--- config.mk ---
export PLATFORM = sky130hd
export DESIGN_NAME = uart_tx_fifo
export DESIGN_NICKNAME = d
export VERILOG_FILES = /design/src/rtl/uart_tx_fifo.sv
export SDC_FILE = /design/constraint.sdc
export NUM_CORES = 1
export LEC_CHECK = 0
export BUFFER_PORTS_ARGS = -buffer_cell sky130_fd_sc_hd__buf_2
export CAP_MARGIN = 20
export CELL_PAD_IN_SITES_DETAIL_PLACEMENT = 0
export CELL_PAD_IN_SITES_GLOBAL_PLACEMENT = 1
export CORE_ASPECT_RATIO = 1.2
export CORE_UTILIZATION = 52
export CTS_CLUSTER_SIZE = 30
export DETAILED_ROUTE_END_ITERATION = 8
export GPL_TIMING_DRIVEN = 0
export PLACE_DENSITY_LB_ADDON = 0.12
export SLEW_MARGIN = 5
export SYNTH_ARGS = -nofsm -noshare
export SYNTH_HDL_FRONTEND = slang
export SYNTH_SLANG_ARGS = --single-unit
--- constraint.sdc ---
create_clock -name sys_clk -period 4 [get_ports sys_clk]
set_input_delay 0.2 -clock sys_clk [delete_from_list [all_inputs] [get_ports sys_clk]]
set_output_delay 0.2 -clock sys_clk [all_outputs]
set_load 0.02 [all_outputs]
--- src/rtl/uart_tx_fifo.sv ---
`default_nettype none
// +----------------------------------------------------------------------------+
// | Module   : uart_tx_fifo                                                    |
// | Brief    : UART transmitter with baud divider, optional parity and an      |
// |            input FIFO; queued frames are sent back-to-back.                |
// | Revision : 1.0                                                             |
// +----------------------------------------------------------------------------+
module uart_tx_fifo #(
    parameter int CLK_DIV    = 64,
    parameter int DATA_BITS  = 8,
    parameter int PARITY     = 0,
    parameter int STOP_BITS  = 1,
    parameter int FIFO_DEPTH = 4
) (
    input  logic                          sys_clk,
    input  logic                          rst_n,
    input  logic                          tx_valid,
    input  logic [DATA_BITS-1:0]          tx_data_i,
    output logic                          tx_ready,
    output logic                          txd,
    output logic                          tx_idle,
    output logic                          tx_bits_ok,
    output logic [$clog2(FIFO_DEPTH):0]   fifo_count
);

    localparam int c_aw = $clog2(FIFO_DEPTH);
    localparam int c_bw = (CLK_DIV > 1) ? $clog2(CLK_DIV) : 1;

    localparam logic [c_bw-1:0] c_baud_last = c_bw'(CLK_DIV - 1);
    localparam logic [c_bw-1:0] c_baud_pre  = c_bw'(CLK_DIV - 2);
    localparam logic [3:0]      c_data_last = 4'(DATA_BITS - 1);
    localparam logic [3:0]      c_stop_last = 4'(STOP_BITS - 1);

    typedef enum logic [2:0] {
        S_IDLE   = 3'd0,
        S_START  = 3'd1,
        S_DATA   = 3'd2,
        S_PARITY = 3'd3,
        S_STOP   = 3'd4
    } state_t;

    // ------------------------------------------------------------------
    // Input FIFO
    // ------------------------------------------------------------------
    logic [DATA_BITS-1:0] r_mem [FIFO_DEPTH];
    logic [c_aw:0]        r_wr_ptr;
    logic [c_aw:0]        r_rd_ptr;

    logic                 w_full;
    logic                 w_empty;
    logic                 w_push;
    logic                 w_pop;
    logic [DATA_BITS-1:0] w_head;

    assign w_empty    = (r_wr_ptr == r_rd_ptr);
    assign w_full     = (r_wr_ptr[c_aw] != r_rd_ptr[c_aw]) &&
                        (r_wr_ptr[c_aw-1:0] == r_rd_ptr[c_aw-1:0]);
    assign w_push     = tx_valid && !w_full;
    assign w_head     = r_mem[r_rd_ptr[c_aw-1:0]];
    assign fifo_count = r_wr_ptr - r_rd_ptr;
    assign tx_ready   = !w_full;

    // Storage is not reset; the pointers alone define what is queued.
    always_ff @(posedge sys_clk) begin
        if (w_push) begin
            r_mem[r_wr_ptr[c_aw-1:0]] <= tx_data_i;
        end
    end

    always_ff @(posedge sys_clk) begin
        if (!rst_n) begin
            r_wr_ptr <= '0;
            r_rd_ptr <= '0;
        end else begin
            if (w_push) begin
                r_wr_ptr <= r_wr_ptr + 1'b1;
            end
            if (w_pop) begin
                r_rd_ptr <= r_rd_ptr + 1'b1;
            end
        end
    end

    // ------------------------------------------------------------------
    // Transmit FSM
    // ------------------------------------------------------------------
    state_t               r_state;
    logic [c_bw-1:0]      r_baud;
    logic [3:0]           r_bit;
    logic [DATA_BITS-1:0] r_shift;
    logic                 r_par;
    logic                 r_txd;
    logic                 r_bits_ok;

    logic                 w_baud_end;
    logic                 w_stop_last;
    logic                 w_par_bit;

    assign w_baud_end  = (r_baud == c_baud_last);
    assign w_stop_last = (r_bit == c_stop_last);
    assign w_par_bit   = (PARITY == 1) ? ~r_par : r_par;

    // A pop happens from IDLE or exactly at the end of the final stop bit.
    assign w_pop = !w_empty &&
                   ((r_state == S_IDLE) ||
                    ((r_state == S_STOP) && w_baud_end && w_stop_last));

    always_ff @(posedge sys_clk) begin
        if (!rst_n) begin
            r_state   <= S_IDLE;
            r_baud    <= '0;
            r_bit     <= '0;
            r_shift   <= '0;
            r_par     <= 1'b0;
            r_txd     <= 1'b1;
            r_bits_ok <= 1'b0;
        end else begin
            r_bits_ok <= 1'b0;
            if (r_state != S_IDLE) begin
                r_baud <= w_baud_end ? '0 : r_baud + 1'b1;
            end

            case (r_state)
                S_IDLE: begin
                    r_txd <= 1'b1;
                end

                S_START: begin
                    if (w_baud_end) begin
                        r_txd   <= r_shift[0];
                        r_shift <= r_shift >> 1;
                        r_state <= S_DATA;
                    end
                end

                S_DATA: begin
                    if (w_baud_end) begin
                        if (r_bit == c_data_last) begin
                            r_bit <= '0;
                            if (PARITY != 0) begin
                                r_txd   <= w_par_bit;
                                r_state <= S_PARITY;
                            end else begin
                                r_txd   <= 1'b1;
                                r_state <= S_STOP;
                            end
                        end else begin
                            r_bit   <= r_bit + 1'b1;
                            r_txd   <= r_shift[0];
                            r_shift <= r_shift >> 1;
                        end
                    end
                end

                S_PARITY: begin
                    if (w_baud_end) begin
                        r_txd   <= 1'b1;
                        r_state <= S_STOP;
                    end
                end

                S_STOP: begin
                    // Registered pulse lands on the final cycle of the last stop bit.
                    if (w_stop_last && (r_baud == c_baud_pre)) begin
                        r_bits_ok <= 1'b1;
                    end
                    if (w_baud_end) begin
                        if (w_stop_last) begin
                            r_bit   <= '0;
                            r_txd   <= 1'b1;
                            r_state <= S_IDLE;
                        end else begin
                            r_bit <= r_bit + 1'b1;
                        end
                    end
                end

                default: begin
                    r_txd   <= 1'b1;
                    r_state <= S_IDLE;
                end
            endcase

            // Loading a new frame overrides whatever the state above chose.
            if (w_pop) begin
                r_shift <= w_head;
                r_par   <= ^w_head;
                r_baud  <= '0;
                r_bit   <= '0;
                r_txd   <= 1'b0;
                r_state <= S_START;
            end
        end
    end

    assign txd        = r_txd;
    assign tx_bits_ok = r_bits_ok;
    assign tx_idle    = (r_state == S_IDLE) && w_empty;

endmodule
`default_nettype wire

==> flow_summary.toml <==
[timing]
rsz0062_at_grt = "false"
setup_viol = 0
timing.final.crit_share = 0.562
fin_tns_setup_ns = 0
fin_skew_ns = 0.00968
fin_ws_ns = 1.75
finalCriticalPeriod_ns = 2.25
worst_pin_slew_ns = 0.652
max_freq_ghz = 0.445
slew_violations = 0
slew_headroom = 0.563
final-hold-violation-count = 0

[final_layout]
antenna_cells = 0
final_common_cell = "edfxtp_1"
fin_nets = 295
drive_above_1_share = 0.206
final_util = 0.612
multiInputGateArea_um2 = 1190
syn2layout_area_growth_pct = 13.1
final_cell_mix = "edfxtp_1, dfxtp_1, buf_2"
ff_latch_area_um2 = 1580
fill_cells = 461

[route]
drtPass1Iterations = 4
vias = 1980
wire_per_inst_um = 15.7
routed_wl_mm = 5.32
via_per_inst = 5.84
drt_iter0_drc = 75
remaining_drc_errors = 0
final_antenna_net_count = 0

[floorplanning]
rows = 29
io_pins = 18
core_area_um2 = 5330
start_util = 0.541
die_width_um = 70
die_y_um = 83.6
dieArea_um2 = 5850

[critical_path]
cp_top_family = "buffers and inverters"
crit_type = "reg2out"
cp-end-kind = "output port"
worstPathArrival_ns = 2.05
max_stage_delay_ns = 0.40
critPathBufInv = 4
critPathLaunch = "r_wr_ptr[0]"
cp.depth = 7
cp_slowest_cell = "dfxtp_1"
rr_startpoint = "r_bit[0]"
cp_cell_sequence = "inv_1, ha_1, and3_1, buf_2, buf_2, and2_1, buf_2"
path_max_fanout = 10
cpMostUsedCell = "buf_2"
cp_data_required_time_ns = 3.80
reg2reg_depth = 7
crit_path_start_kind = "register"

[run_status]
status = "finished, final reports clean"

[flow_run]
maxCapViolCount = 0

[cts]
clock-root-buffer = "clkbuf_8"
clk_latency_ns = 0.33
cts_max_path_buffers = 2
cts_resized = 0
numCtsBuffers = 9
hold_buffers = 0
clk_pin_slew_ns = 0.07
cts_setup_buffers = 0
htree_num_levels = 3
tritoncts_num_sinks = 63
cts_tree = "built"

[yosys]
ys.flop_type = "edfxtp_1"
synthesis.area_um2 = 2890
syn_inst = 245
async_flop_share = 0
yosys_warnings = 0
synth_seq_cells = 63
synth_nets = 268
synth_cell_type_count = 50
syn_avg_cell_area_um2 = 11.8
synth_edf_count = 32
ys_seq_area_frac = 0.548

[grt]
grt_max_degree = 13
antenna_found_initial = 0
overflow = 0
grt_pass1_wl_mm = 8.93
grt_pass1_vias = 1862
grt.total_usage = 0.199

[place]
dp_hpwl_mm = 3.70
dp_slack_ns = 1.91
portBuffers = 16
routabilityCongestion = 0.743

[power_and_ir_drop]
finalPower_mw = 2.00
sw_frac_of_total = 0.326
switchingPower_uw = 652
ir_drop_mv = 0.356
seq_power_share = 0.399
power_density_nw_per_um2 = 614
p_clk_frac = 0.302
internal_power_mw = 1.35
pwr-share-comb = 0.299
p_leak_nw = 1.16

[worst_hold_path]
hold_start = "tx_data_i[3]"
worstHoldPathCells = 1
hold_class = "in2reg"
[power groups by stage]
stage / logic [mW] / clock network (mW) / registers (mW)
2_1_floorplan: 0.457 / 0 / 0.809
3_3_place_gp: 0.607 / 0 / 0.812
3_5_place_dp: 0.605 / 0 / 0.814
4_1_cts: 0.607 / 0.613 / 0.799
5_1_grt: 0.671 / 0.634 / 0.808
6_report: 0.599 / 0.605 / 0.798
[cell families (layout without fill, tap and decap cells)]
| logic type | after synthesis | in the layout | synth area share |
|---|---|---|---|
| buffers and inverters | 27 | 59 | 0.0386 |
| AND/OR/NAND/NOR | 76 | 76 | 0.144 |
| adder cells (fa/ha/maj) | 12 | 12 | 0.0546 |
| AO/OA/AOI/OAI | 48 | 48 | 0.118 |
| XOR/XNOR | 9 | 9 | 0.0273 |
| multiplexers | 10 | 10 | 0.0694 |
| flip-flops | 63 | 63 | 0.548 |
[per-stage QoR]
step | hold WS [ns] | cells | instance area [um^2]
2_1_floorplan | 0.299 | 245 | 2890
3_3_place_gp | 0.412 | 323 | 3040
3_5_place_dp | 0.416 | 323 | 3040
6_report | 0.0796 | 339 | 3260
4_1_cts | 0.0701 | 339 | 3260
5_1_grt | 0.0651 | 339 | 3260
[cell type report]
| type | count | area share |
|---|---|---|
| multi-input combinational | 155 | 0.366 |
| clock inverter | 7 | 0.0292 |
| clock buffer | 9 | 0.0380 |
| timing repair buffer | 16 | 0.0245 |
| buffer | 13 | 0.0180 |
| tap | 62 | 0.0238 |
| inverter | 14 | 0.0161 |
| sequential | 63 | 0.485 |
[worst paths after layout]
check	end	slack [ns]
max	tx_idle	1.75
max reg2reg	r_shift[4]	1.91
min	r_mem[1][3]	0.08
min reg2reg	r_shift[1]	0.49
[flip-flops by register name, summed over array words and instances, names as in the netlist, named ones only]
name        count
r_bit           4
tx_bits_ok      1
r_state         3
r_shift         8
r_mem          32
txd             1
r_wr_ptr        3
r_rd_ptr        3
r_baud          6
[per-layer routing]
metal	GRT usage	up-vias	wire length (um)
met3	0.0568	12	215
met2	0.316	44	2600
met4	0.0836	0	108
li1	-	967	-
met5	0	-	0
met1	0.252	957	2390
[synth_stat cells, types with 8 or more instances]
| library cell | count | area [um^2] |
|---|---|---|
| a21oi_1 | 9 | 45.0 |
| a311oi_1 | 9 | 78.8 |
| buf_2 | 8 | 40.0 |
| dfxtp_1 | 31 | 621 |
| edfxtp_1 | 32 | 961 |
| ha_1 | 11 | 138 |
| inv_1 | 14 | 52.6 |
| mux4_2 | 8 | 180 |
| nand2_1 | 11 | 41.3 |
| nand3_1 | 12 | 60.1 |
| nor2_1 | 18 | 67.6 |
| o21ai_0 | 13 | 65.1 |
(Power assumes the default switching activity.)
